## src/rtl/comp_bist_pkg.sv

```systemverilog
// Shared types and constants for the comparator BIST engine and its golden model.
`timescale 1ns/1ps
package comp_bist_pkg;
    localparam int COMP_W = 3;

    typedef enum logic [1:0] {
        IDLE,
        DRIVE,
        SAMPLE,
        DONE
    } state_t;
endpackage

```

## src/rtl/comp_expect.sv

```systemverilog
// Combinational golden model of an unsigned W-bit magnitude comparator.
`timescale 1ns/1ps
module comp_expect
    import comp_bist_pkg::*;
#(
    parameter int W = COMP_W
) (
    input  logic [W-1:0] a,
    input  logic [W-1:0] b,
    output logic         exp_gt,
    output logic         exp_eq,
    output logic         exp_lt
);
    assign exp_gt = (a > b);
    assign exp_eq = (a == b);
    assign exp_lt = (a < b);
endmodule

```

## src/rtl/comp3_bist.sv

```systemverilog
// Exhaustive BIST sweep for the magnitude comparator: drives every {a,b} pair,
// checks gt/eq/lt against the golden model, counts mismatches and keeps the first.
`timescale 1ns/1ps
module comp3_bist
    import comp_bist_pkg::*;
#(
    parameter int W = COMP_W
) (
    input  logic           clk,
    input  logic           rst,
    input  logic           start,
    output logic [W-1:0]   a_o,
    output logic [W-1:0]   b_o,
    input  logic           gt_i,
    input  logic           eq_i,
    input  logic           lt_i,
    output logic           busy,
    output logic           done,
    output logic           pass,
    output logic [2*W:0]   err_cnt,
    output logic           first_err_valid,
    output logic [2*W-1:0] first_err_vec
);
    state_t           state, state_nxt;
    logic [2*W-1:0]   idx;
    logic             exp_gt, exp_eq, exp_lt;
    logic             mismatch;
    logic             idx_last;

    comp_expect #(.W(W)) u_expect (
        .a      (a_o),
        .b      (b_o),
        .exp_gt (exp_gt),
        .exp_eq (exp_eq),
        .exp_lt (exp_lt)
    );

    // The operand register is the index itself, so a is the upper half.
    assign a_o      = idx[2*W-1:W];
    assign b_o      = idx[W-1:0];
    assign idx_last = &idx;
    assign mismatch = ({gt_i, eq_i, lt_i} != {exp_gt, exp_eq, exp_lt});

    assign busy = (state == DRIVE) || (state == SAMPLE);
    assign pass = done && (err_cnt == '0);

    always_ff @(posedge clk) begin
        if (rst) begin
            state <= IDLE;
        end else begin
            state <= state_nxt;
        end
    end

    always_comb begin
        state_nxt = state;
        case (state)
            IDLE, DONE: if (start) state_nxt = DRIVE;
            DRIVE:      state_nxt = SAMPLE;
            SAMPLE:     state_nxt = idx_last ? DONE : DRIVE;
            default:    state_nxt = IDLE;
        endcase
    end

    // Index, error count and first-error capture; flags are only looked at in SAMPLE.
    always_ff @(posedge clk) begin
        if (rst) begin
            idx             <= '0;
            err_cnt         <= '0;
            first_err_valid <= 1'b0;
            first_err_vec   <= '0;
            done            <= 1'b0;
        end else begin
            case (state)
                IDLE, DONE: begin
                    if (start) begin
                        idx             <= '0;
                        err_cnt         <= '0;
                        first_err_valid <= 1'b0;
                        first_err_vec   <= '0;
                        done            <= 1'b0;
                    end
                end
                SAMPLE: begin
                    if (mismatch) begin
                        err_cnt <= err_cnt + 1'b1;
                        if (!first_err_valid) begin
                            first_err_valid <= 1'b1;
                            first_err_vec   <= idx;
                        end
                    end
                    if (idx_last) begin
                        done <= 1'b1;
                    end else begin
                        idx <= idx + 1'b1;
                    end
                end
                default: ;
            endcase
        end
    end
endmodule

```

## config.mk

```make
export PLATFORM = sky130hd
export DESIGN_NAME = comp3_bist
export DESIGN_NICKNAME = d
export VERILOG_FILES = /design/src/rtl/comp_bist_pkg.sv /design/src/rtl/comp_expect.sv /design/src/rtl/comp3_bist.sv
export SDC_FILE = /design/constraint.sdc
export NUM_CORES = 1
export LEC_CHECK = 0
export ABC_AREA = 1
export CORE_ASPECT_RATIO = 2
export CORE_UTILIZATION = 51
export DETAILED_ROUTE_END_ITERATION = 16
export GPL_TIMING_DRIVEN = 0
export HOLD_SLACK_MARGIN = 0.08
export PLACE_DENSITY = 0.84
export SLEW_MARGIN = 20
export SYNTH_ARGS = -nofsm -noshare
export SYNTH_HDL_FRONTEND = slang
export SYNTH_SLANG_ARGS = --single-unit
```

## constraint.sdc

```tcl
create_clock -name clk -period 1.9 [get_ports clk]
set_input_delay 0.285 -clock clk [delete_from_list [all_inputs] [get_ports clk]]
set_output_delay 0.285 -clock clk [all_outputs]
set_load 0.005 [all_outputs]
```

=== After elaboration in Yosys (flattened, before gate mapping) ===
Index checks and enable logic that the tools add are counted.

* Add/sub/neg operators: 2
* Multiply operators: 0
* Divide/modulo/power cells: 0
* Magnitude comparators: 2
* Equal/unequal tests: 10
* Shift operators: 0
* Muxes and demuxes: 17
* Bitwise operators: 0
* Reduce and logical (&&, ||, !) cells: 11

{| class="wikitable"
|+ Operators with widths
! operator !! count
|-
| 6-bit 2-to-1 mux || 4
|-
| 6-bit one-hot mux with 2 select lines || 2
|-
| 7-bit 2-to-1 mux || 2
|-
| 7-bit one-hot mux with 2 select lines || 1
|-
| 2-bit != test, second input constant || 5
|-
| 3-bit AND reduction || 3
|-
| 7-bit by 1-bit adder with 7-bit output, second input constant || 1
|-
| 7-bit zero test || 1
|-
| 6-bit by 1-bit adder with 6-bit output, second input constant || 1
|-
| 2-bit one-hot mux with 3 select lines || 1
|-
| 6-bit AND reduction || 1
|-
| 2-bit equality test, second input constant || 2
|-
| 2-bit 2-to-1 mux || 2
|-
| 1-bit one-hot mux with 2 select lines || 2
|-
| 4-bit AND reduction || 1
|-
| 3-bit equality test || 1
|-
| 3-bit greater-than comparator || 1
|-
| 3-bit less-than comparator || 1
|-
| 1-bit 2-to-1 mux || 3
|-
| 3-bit != test || 1
|-
| 2-bit by 1-bit equality test with 1-bit output, second input constant || 1
|-
| 2-bit zero test || 1
|-
| 2-bit nonzero test || 1
|-
| 2-bit OR reduction || 1
|-
| 2 further kinds || 2
|}

* Flip-flop bits (word level): 23
* Bits in latches: 0
* Memory bits (writable): 0
* Bits in read-only memories: 0
* Input port bits: 6
* Memories kept: 0

=== Depth between registers and ports, before layout ===
Gate-level depths: netlist (run 1).

* Word-level depth: 4
* Gate-level depth with buffers: 14
* Depth with buffers taken out: 14

=== By module ===
A second synthesis (run 1) with hierarchy kept.

* Cells, all modules: 213
* Area, all modules: 1466.4 sq um

{| class="wikitable"
|+ By module, submodules not included
! module !! instances !! cells each !! area each (sq um)
|-
| comp3_bist || 1 || 198 || 1371.3
|-
| comp_expect || 1 || 15 || 95.1
|}

=== Worst setup path before layout (run 1) ===
No wires, ideal clock.

* Path kind: reg-to-reg
* From: register idx[2]
* To: register first_err_vec[0]
* Setup time: 0.115 ns
* Data arrival time: 1.635 ns
* Data required time: 1.785 ns
* Path slack: 0.150 ns
* Stages on the path, launching flop included: 12
* Path buffers: 1
* Cells stage by stage: dfxtp_1 > inv_1 > ha_1 > a21oi_2 > nand2_1 > nand2_1 > nand2_2 > nor2_4 > nand2_4 > buf_6 > a21oi_1 > nor2_1

* Longest elaborated chain between the ends: 4
* Elaborated cells between the ends (all ways): 6
* Those cells by class: order compare: 2; eq/ne: 3; reduce/logical: 1

{| class="wikitable"
|+ Ends and longest elaborated chain
! what !! line !! source
|-
| start: declaration || comp3_bist.sv:25 || <nowiki>logic [2*W-1:0] idx;</nowiki>
|-
| start signal: assignment || comp3_bist.sv:95 || <nowiki>idx <= idx + 1'b1;</nowiki>
|-
| 3-bit less-than comparator (tied with other cells) || comp_expect.sv:16 || <nowiki>assign exp_lt = (a < b);</nowiki>
|-
| 3-bit != test (*) || comp3_bist.sv:42 || <nowiki>assign mismatch = ({gt_i, eq_i, lt_i} != {exp_gt, exp_eq, exp_lt});</nowiki>
|-
| 2-bit != test (no source line) (*) || n/a ||
|-
| 4-bit AND reduction (no source line) (*) || n/a ||
|-
| end signal: assignment || comp3_bist.sv:89 || <nowiki>first_err_vec <= idx;</nowiki>
|-
| end: declaration || comp3_bist.sv:22 || <nowiki>output logic [2*W-1:0] first_err_vec</nowiki>
|}

Mark *: on every way between the ends. The rest lies on a longest branch, timed or not.
A chain may end at the register's enable or synchronous reset.

=== Final worst setup path (run 1) ===
* From: register state[0]
* To: output busy

* Longest elaborated chain between the ends: 2
* Elaborated cells between the ends (all ways): 3
* Those cells by class: eq/ne: 2; reduce/logical: 1

{| class="wikitable"
|+ Ends and longest elaborated chain
! what !! line !! source
|-
| start: declaration || comp3_bist.sv:24 || <nowiki>state_t state, state_nxt;</nowiki>
|-
| start signal: assignment || comp3_bist.sv:51 || <nowiki>state <= state_nxt;</nowiki>
|-
| 2-bit by 1-bit equality test with 1-bit output or 2-bit equality test (tied branches) || comp3_bist.sv:44 || <nowiki>assign busy = (state == DRIVE) || (state == SAMPLE);</nowiki>
|-
| 1-bit logical OR (*) || comp3_bist.sv:44 ||
|-
| end: declaration || comp3_bist.sv:17 || <nowiki>output logic busy,</nowiki>
|}

Marked as above.

==> flow_metrics.env, run 1 <==
export IMPL_crit_fanout=4
export IMPL_synth_nets=228
export IMPL_outcome="complete, no violations"
export IMPL_synth_area_leaders="dfxtp_1, nand2_1, ha_1"
export IMPL_hp_start="first_err_vec[4]"
export IMPL_synth_distinct_cells=29
export IMPL_core_area_mm2=0.002804
export IMPL_track_usage=0.2347
export IMPL_synth_simple_gate_area_frac=0.3982
export IMPL_crit_arrival_ps=1530
export IMPL_synthXorXnorAreaFrac=0.005771
export IMPL_critical_path_required_ps=1620
export IMPL_path_clk_slew_ps=80
export IMPL_grt_max_degree=13
export IMPL_routabilityCongestion=0.8769
export IMPL_vias=1485
export IMPL_r2r_cells=11
export IMPL_min_to="first_err_vec[4]"
export IMPL_reg2reg_from="idx[3]"
export IMPL_yosysWarnings=0
export IMPL_grt_pass1_vias=1332
export IMPL_synthAdderAreaFrac=0.07420
export IMPL_path_cells="inv_1 -> ha_1 -> inv_2 -> clkdlybuf4s50_1"
export IMPL_tightest_slew_ps=600.7
export IMPL_start_kind="flop"
export IMPL_drt_wl_total_um=3410
export IMPL_initial_core_util=0.5413
export IMPL_detail_route_vias_per_cell=5.304
export IMPL_peakVddDrop_v=0.0006205
export IMPL_worst_slack_ps=82.23
export IMPL_die_area_mm2=0.003211
export IMPL_power_total_w=0.001331
export IMPL_clock_sinks=23
export IMPL_period_share=0.9567
export IMPL_hp_class="flop to flop"
export IMPL_clk_latency_ps=260
export IMPL_power_density_mw_per_mm2=680.9
export IMPL_synth_avg_cell_area_um2=7.125
export IMPL_yosysTopAreaCellShare=0.3034
export IMPL_leakagePower_nw=0.8622
export IMPL_synthMuxAreaShare=0
export IMPL_r2r_slack_ps=140
export IMPL_numCtsBuffers=3
export IMPL_fin_skew_ps=2.751
export IMPL_dieWidth_um=40.58
export IMPL_antenna_cells=0
export IMPL_period_minus_slack_ps=1818
export IMPL_critPathSlowestCell="clkdlybuf4s50_1"
export IMPL_slew_violations=0
export IMPL_final_cell_count_no_fill=280
export IMPL_ys_ff_latch=23
export IMPL_relSlewSlack=0.5995
export IMPL_fmax_mhz=550.1
export IMPL_rsz0062_at_grt="false"
export IMPL_antenna_found_initial=0
export IMPL_finalSetupViolCount=0
export IMPL_cts_buffer_depth=2
export IMPL_ys_flop_type="dfxtp_1"
export IMPL_drc=0
export IMPL_fill_cells=237
export IMPL_routedWlPerCell_um=12.18
export IMPL_synth_compound_area_frac=0.1096
export IMPL_root_buffer="clkbuf_8"
export IMPL_end_kind="output port"
export IMPL_grt_pass1_wl_um=5520
export IMPL_hold_depth=2
export IMPL_syn_area_mm2=0.001518
export IMPL_dp_slack_ps=-28.07
export IMPL_timing_hold_ws_ps=474.1
export IMPL_synth_edf_count=0
export IMPL_yosys_area_top_type="dfxtp_1"
export IMPL_slowest_delay_ps=500
export IMPL_ios=29
export IMPL_nNetsFinal=267
export IMPL_synth_async_reset_ratio=0
export IMPL_drt_first_pass_iters=4
export IMPL_cts_tree="yes"
export IMPL_yosysSeqAreaShare=0.3034
export IMPL_portBuffers=28
export IMPL_drive_gt1_frac=0.2311
export IMPL_first_iter_violations=43
export IMPL_drv_cap=0
export IMPL_reg2reg_to="first_err_vec[0]"
export IMPL_dp_hpwl_um=2460
export IMPL_syn_instance_count=213
export IMPL_cts_hold_buf=0
export IMPL_rows=27
export IMPL_htree_levels=1
export IMPL_grt_overflow_total=0
export IMPL_die_h_um=79.15
export IMPL_final_util=0.6970
export IMPL_post_place_cells=270
export IMPL_ant_nets=0
export IMPL_synth_top_family_by_area="simple AND/OR/NAND/NOR gates"
export IMPL_area_growth_pct=28.77
export IMPL_hold_violations=0
export IMPL_critical_path_class="flop to output port"
## cell type report
type / count / area (um2) / area share
Tap cell: 29 / 36.28 / 0.01857
Multi-Input combinational cell: 151 / 907.1 / 0.4641
Timing Repair Buffer: 34 / 324.1 / 0.1658
Clock buffer: 4 / 45.04 / 0.02305
Buffer: 5 / 38.79 / 0.01985
Inverter: 34 / 130.1 / 0.06658
Sequential cell: 23 / 473.0 / 0.2420
## logic make-up (layout without fill, tap and decap cells)
family,after synthesis,in the layout
buffers and inverters,39,77
flip-flops,23,23
AO/OA/AOI/OAI,23,23
adder cells (fa/ha/maj),9,9
XOR/XNOR,1,1
AND/OR/NAND/NOR,118,118
## flip-flops by register name (all words and copies together) (netlist names)
| signal | flops |
|---|---|
| first_err_vec | 6 |
| first_err_valid | 1 |
| done | 1 |
| state | 2 |
| idx | 6 |
| err_cnt | 7 |
## how the worst max path moves through the flow
stage	from	end	slack [ps]	cells after the start
finish	state[0]	busy	80	4
global placement	idx[2]	first_err_vec[0]	20	11
CTS	idx[2]	first_err_vec[3]	0.2	12
floorplan	idx[2]	first_err_vec[0]	150	11
global route	idx[2]	err_cnt[5]	4	13
detailed placement	idx[2]	first_err_vec[3]	-30	12
## power by group
group	leakage, nW	switching (W)	internal [W]	total (W)
Combinational	0.649	0.000243	0.000212	0.000455
Sequential	0.190	0.0000493	0.000519	0.000568
Clock	0.0228	0.000157	0.000150	0.000307
Total	0.862	0.000450	0.000881	0.00133
## cells in the mapped netlist (4+ instances only)
master and number:
nand3_1 16, nand3_2 10, a21oi_2 7, dfxtp_1 23
nand2_2 5, a21oi_1 8, inv_2 5, ha_1 9
nand2_1 49, nor2_1 24, inv_1 28, o21ai_0 4
## worst max-delay path, delay by kind of cell (launching register included)
kind | cells | cell delay (ps)
adder cells (fa/ha/maj) | 1 | 290
buffers and inverters | 3 | 630
flip-flops | 1 | 350
## what timing repair did
action,4_1_cts,5_1_grt
setup endpoints to repair,11,15
gates resized for setup,3,10
buffers inserted,0,6
## metal layers
| layer | global-route usage | routed length, um | part of all wire | vias to the layer above |
|---|---|---|---|---|
| met3 | 0.01955 | 135 | 0.040 | 10 |
| met2 | 0.4206 | 1798 | 0.53 | 47 |
| met4 | 0.07333 | 75 | 0.022 | 0 |
| li1 | - | - | - | 754 |
| met5 | 0 | 0 | 0 | - |
| met1 | 0.2677 | 1402 | 0.41 | 674 |
## metrics by stage
stage	setup TNS, ps	area (um2)
global placement	0	1834
global route	0	1954
finish	0	1954
detailed placement	-146.6	1834
floorplan	0	1518
CTS	0	1881
## cells in the final DEF, fill, tap and decap left out, types with 7 or more instances in the layout
cell	Yosys	final
inv_1	28	27
nand2_1	49	48
a21oi_2	7	7
nand3_1	16	16
dfxtp_1	23	17
nor2_1	24	24
clkdlybuf4s50_1	0	27
nand3_2	10	10
ha_1	9	8
a21oi_1	8	8
No activity file was read; power rests on OpenSTA's default activity.
==> run 2, diff against run 1 <==
--- a/config.mk
+++ b/config.mk
@@ -7,6 +7,7 @@
 export LEC_CHECK = 0
 export ABC_AREA = 1
 export CORE_ASPECT_RATIO = 2
+export CORE_MARGIN = 2
 export CORE_UTILIZATION = 51
 export DETAILED_ROUTE_END_ITERATION = 16
 export GPL_TIMING_DRIVEN = 0
==> run 2 against run 1 <==
Effect of this change:
- largest cell class unchanged
- design area fell by 1.7%
- clock skew rose by 0.97 ps
- routed wire length fell by 0.56%
- critical endpoint unchanged
- clock power fell by 3%
- critical path type unchanged
- highest routed layer unchanged
==> flow_metrics.env, run 2 (synthesis gave the netlist of run 1 again) <==
export IMPL_critical_path_class="flop to output port"
export IMPL_cts_tree="yes"
export IMPL_hold_violations=0
export IMPL_fmax_mhz=553.8
export IMPL_top_regs="err_cnt x7, first_err_vec x6, idx x6"
export IMPL_period_share=0.9504
export IMPL_ant_nets=0
export IMPL_core_area_mm2=0.002908
export IMPL_clk_latency_ps=260
export IMPL_crit_fanout=4
export IMPL_cp_top_family="buffers and inverters"
export IMPL_grt_max_degree=13
export IMPL_drive_gt1_frac=0.2177
export IMPL_dp_hpwl_um=2585
export IMPL_first_iter_violations=23
export IMPL_leakagePower_nw=0.8450
export IMPL_cts_hold_buf=0
export IMPL_mostFrequentLayoutCell="nand2_1"
export IMPL_period_minus_slack_ps=1806
export IMPL_track_usage=0.2102
export IMPL_grt_overflow_total=0
export IMPL_nNetsFinal=264
export IMPL_final_cell_count_no_fill=278
export IMPL_hp_class="flop to flop"
export IMPL_path_clk_slew_ps=80
export IMPL_critical_path_required_ps=1620
export IMPL_timing_hold_ws_ps=471.2
export IMPL_largest_reg_flops=7
export IMPL_vias=1462
export IMPL_drt_wl_total_um=3391
export IMPL_setup_tns_ps=0
export IMPL_worst_slack_ps=94.19
export IMPL_tightest_slew_ps=593.9
export IMPL_r2r_slack_ps=110
export IMPL_slowest_delay_ps=490
export IMPL_largest_register="err_cnt"
export IMPL_peakVddDrop_v=0.0005373
export IMPL_rsz0062_at_grt="false"
export IMPL_slew_violations=0
export IMPL_grt_met1_usage=0.2160
export IMPL_portBuffers=28
export IMPL_numCtsBuffers=3
export IMPL_rows=28
export IMPL_path_cells="inv_1 -> ha_1 -> inv_2 -> clkdlybuf4s50_1"
export IMPL_drc=0
export IMPL_routedWlPerCell_um=12.20
export IMPL_critPathSlowestCell="clkdlybuf4s50_1"
export IMPL_outcome="complete, no violations"
export IMPL_grt_busiest_layer="met2"
export IMPL_die_area_mm2=0.003455
export IMPL_fin_area_mm2=0.001922
export IMPL_mostFrequentLayoutCells="nand2_1, inv_1, clkdlybuf4s50_1, nor2_1, dfxtp_1"
export IMPL_start_kind="flop"
export IMPL_dieWidth_um=42.58
export IMPL_end_kind="output port"
export IMPL_initial_core_util=0.5219
export IMPL_root_buffer="clkbuf_8"
export IMPL_fin_skew_ps=3.721
export IMPL_htree_levels=1
export IMPL_routabilityCongestion=0.7888
export IMPL_crit_arrival_ps=1520
export IMPL_path_buf_inv=3
export IMPL_antenna_found_initial=0
export IMPL_relSlewSlack=0.6040
export IMPL_grt_pass1_vias=1347
export IMPL_met2_usage=0.4108
export IMPL_dp_slack_ps=-50.86
export IMPL_post_place_cells=271
export IMPL_drv_cap=0
export IMPL_clock_sinks=23
export IMPL_antenna_cells=0
export IMPL_detail_route_vias_per_cell=5.259
export IMPL_use_met3=0.01778
export IMPL_finalSetupViolCount=0
export IMPL_drt_first_pass_iters=5
export IMPL_power_density_mw_per_mm2=675.2
export IMPL_die_h_um=81.15
export IMPL_place_area_mm2=0.001836
export IMPL_ios=29
export IMPL_area_growth_pct=26.63
export IMPL_grt_pass1_wl_um=5685
export IMPL_cts_buffer_depth=2
run 2: power by group:
group,internal [W],switching (W)
clock network,0.000149,0.000148
logic,0.000195,0.000235
registers,0.000522,0.0000480
run 2: area by class of cell:
cell class	count	area (um2)
multi-input cells	151	904.6
flip-flops and latches	23	467.9
plain buffers	5	35.03
inverters	34	130.1
clock buffers	4	45.04
fillers	251	985.9
well taps	30	37.54
repair buffers	31	301.5
run 2: layer usage:
layer / part of all wire / up-vias
li1: - / 738
met1: 0.38 / 688
met2: 0.57 / 32
met3: 0.028 / 4
met4: 0.015 / 0
met5: 0 / -
run 2: through the flow:
stage	utilization	power, W
finish	0.6609	0.001298
detailed placement	0.6312	0.0009917
floorplan	-	0.0008432
global placement	0.6312	0.0009806
global route	0.6609	0.001386
CTS	0.6515	0.001290
run 2: worst register-to-register path, stage by stage, from the launching register on:
cell,delay [ps]
dfxtp_2,380
inv_1,80
ha_1,310
nand3_1,100
nand2_1,130
nand3_1,90
nand2_1,90
inv_2,40
nand2_4,110
buf_6,180
nand3_2,70
nand2_1,70
nor2_1,40
run 2: path summary, 6_finish.rpt:
kind                       to  cells past startpoint             start
max                      busy                      4          state[0]
min          first_err_vec[1]                      2  first_err_vec[1]
max reg2reg        err_cnt[5]                     12            idx[1]
min reg2reg  first_err_vec[1]                      2  first_err_vec[1]
run 2: timing repair:
action	4_1_cts	5_1_grt
resized for setup	4	5
setup endpoints to repair	15	15
setup buffers	0	3
pin swaps	0	0
==> run 3, diff against run 2 <==
--- a/config.mk
+++ b/config.mk
@@ -6,8 +6,9 @@
 export NUM_CORES = 1
 export LEC_CHECK = 0
 export ABC_AREA = 1
+export ABC_CLOCK_PERIOD_IN_PS = 1900
 export CORE_ASPECT_RATIO = 2
-export CORE_MARGIN = 2
+export CORE_MARGIN = 5
 export CORE_UTILIZATION = 51
 export DETAILED_ROUTE_END_ITERATION = 16
 export GPL_TIMING_DRIVEN = 0
==> run 3 against run 2 <==
Effect of this change:
- final cell count is the same
- maximum frequency grew 1.7%
- critical path type is now flop to flop
- largest cell class unchanged
- first-iteration DRC count grew 8.7%
- sequential share of layout area shrank 0.11 points
- clock skew grew 0.90 ps
==> flow_metrics.env, run 3 (synthesis gave the netlist of run 1 again) <==
export IMPL_outcome="complete, no violations"
export IMPL_hold_violations=0
export IMPL_fin_skew_ps=4.621
export IMPL_p_comb_frac=0.331
export IMPL_critical_path_required_ps=2100
export IMPL_tightest_slew_ps=603.5
export IMPL_top_regs="err_cnt x7, first_err_vec x6, idx x6"
export IMPL_critPathSlowestCell="dfxtp_2"
export IMPL_period_minus_slack_ps=1776
export IMPL_fmax_mhz=563.2
export IMPL_slowest_delay_ps=360
export IMPL_routedWlPerCell_um=12.54
export IMPL_critPathMostFrequentCell="inv_1"
export IMPL_crit_fanout=8
export IMPL_first_iter_violations=25
export IMPL_grt_pass1_vias=1330
export IMPL_drt_wl_total_um=3487
export IMPL_p_int_w=0.0008664
export IMPL_dp_hpwl_um=2708
export IMPL_pwr_share_seq=0.432
export IMPL_critical_path_class="flop to flop"
export IMPL_ios=29
export IMPL_drc=0
export IMPL_portBuffers=28
export IMPL_cts_hold_buf=0
export IMPL_root_buffer="clkbuf_8"
export IMPL_antenna_found_initial=0
export IMPL_antenna_cells=0
export IMPL_vias=1467
export IMPL_largest_register="err_cnt"
export IMPL_setup_tns_ps=0
export IMPL_die_area_mm2=0.004233
export IMPL_grt_pass1_wl_um=5768
export IMPL_crit_arrival_ps=1980
export IMPL_cp_top_family="buffers and inverters"
export IMPL_die_h_um=87.15
export IMPL_htree_levels=1
export IMPL_path_cells="inv_1 -> ha_1 -> inv_2 -> nor2_2 -> nor2_4 -> inv_1 -> a21oi_4 -> buf_4 -> nand3_2 -> a21oi_2"
export IMPL_final_util=0.6639
export IMPL_pwr_share_clk=0.237
export IMPL_grt_max_degree=13
export IMPL_rows=28
export IMPL_power_switching_w=0.0004503
export IMPL_path_clk_slew_ps=80
export IMPL_track_usage=0.1668
export IMPL_relSlewSlack=0.5977
export IMPL_period_share=0.9346
export IMPL_core_area_mm2=0.002908
export IMPL_routabilityCongestion=0.8173
export IMPL_mostFrequentLayoutCell="nand2_1"
export IMPL_path_buf_inv=4
export IMPL_peakVddDrop_v=0.0005599
export IMPL_drv_cap=0
export IMPL_end_kind="flop"
export IMPL_sw_frac_of_total=0.3420
export IMPL_mostFrequentLayoutCells="nand2_1, inv_1, clkdlybuf4s50_1, nor2_1, dfxtp_1"
export IMPL_cts_buffer_depth=2
export IMPL_ant_nets=0
export IMPL_largest_reg_flops=7
export IMPL_slew_violations=0
export IMPL_power_density_mw_per_mm2=682.0
export IMPL_power_total_w=0.001317
export IMPL_initial_core_util=0.5219
export IMPL_clock_sinks=23
export IMPL_dieWidth_um=48.58
export IMPL_clk_latency_ps=270
export IMPL_cts_tree="yes"
export IMPL_detail_route_vias_per_cell=5.277
export IMPL_start_kind="flop"
export IMPL_drive_gt1_frac=0.2218
export IMPL_hp_class="flop to flop"
export IMPL_finalSetupViolCount=0
export IMPL_area_growth_pct=27.21
export IMPL_drt_first_pass_iters=4
export IMPL_numCtsBuffers=3
export IMPL_nNetsFinal=264
export IMPL_grt_overflow_total=0
export IMPL_leakagePower_nw=0.8593
## run 3: cell types whose count changed in the layout (fill, tap and decap cells not counted), sizes merged
cell / change
clkdlybuf4s50: -1
dlymetal6s2s: +1
## run 3: repair_timing
item | 4_1_cts | 5_1_grt
pin swaps | 0 | 0
setup buffers | 0 | 3
resized for setup | 3 | 9
endpoints found under the setup margin | 13 | 15
## run 3: worst min-delay path, cell delays in order, from the launching register on
cell,delay [ps]
dfxtp_1,320
nand2_1,70
a21oi_2,50
## run 3: final timing paths
kind                                  startpoint               end  slack [ps]  cells after the start
worst min-delay path            first_err_vec[2]  first_err_vec[2]         470                      2
worst max register to register          state[0]  first_err_vec[1]         120                     10
worst max-delay path                    state[0]  first_err_vec[1]         120                     10
worst min register to register  first_err_vec[2]  first_err_vec[2]         470                      2
## run 3: metal layers
layer  up-vias  global-route usage  wire [um]
met3         7             0.02744        154
met4         0             0.08824         73
met5         -                   0          0
met2        42              0.3107       1952
met1       674              0.1725       1306
li1        744                   -          -
## run 3: power by group through the flow
stage          clock network [W]  registers [W]  logic, W
2_1_floorplan                  0       0.000573  0.000270
3_3_place_gp                   0       0.000579  0.000403
3_5_place_dp                   0       0.000579  0.000414
4_1_cts                 0.000312       0.000569  0.000416
5_1_grt                 0.000335       0.000576  0.000483
6_report                0.000312       0.000569  0.000436
## run 3: through the flow
stage	instance area, um2	hold WS (ps)	cells	worst slack [ps]
finish	1931	474.0	278	124.3
global route	1931	498.0	278	-19.28
CTS	1882	478.5	275	4.605
global placement	1836	458.3	271	9.985
detailed placement	1836	466.0	271	-36.88
floorplan	1518	460.6	213	149.7
## run 3: cell type report
class	count	area [um2]
fill	254	977.2
buffer	5	38.79
tap	30	37.54
timing repair buffer	31	304.0
clock buffer	4	45.04
sequential	23	467.9
multi-input combinational	151	907.1
inverter	34	130.1
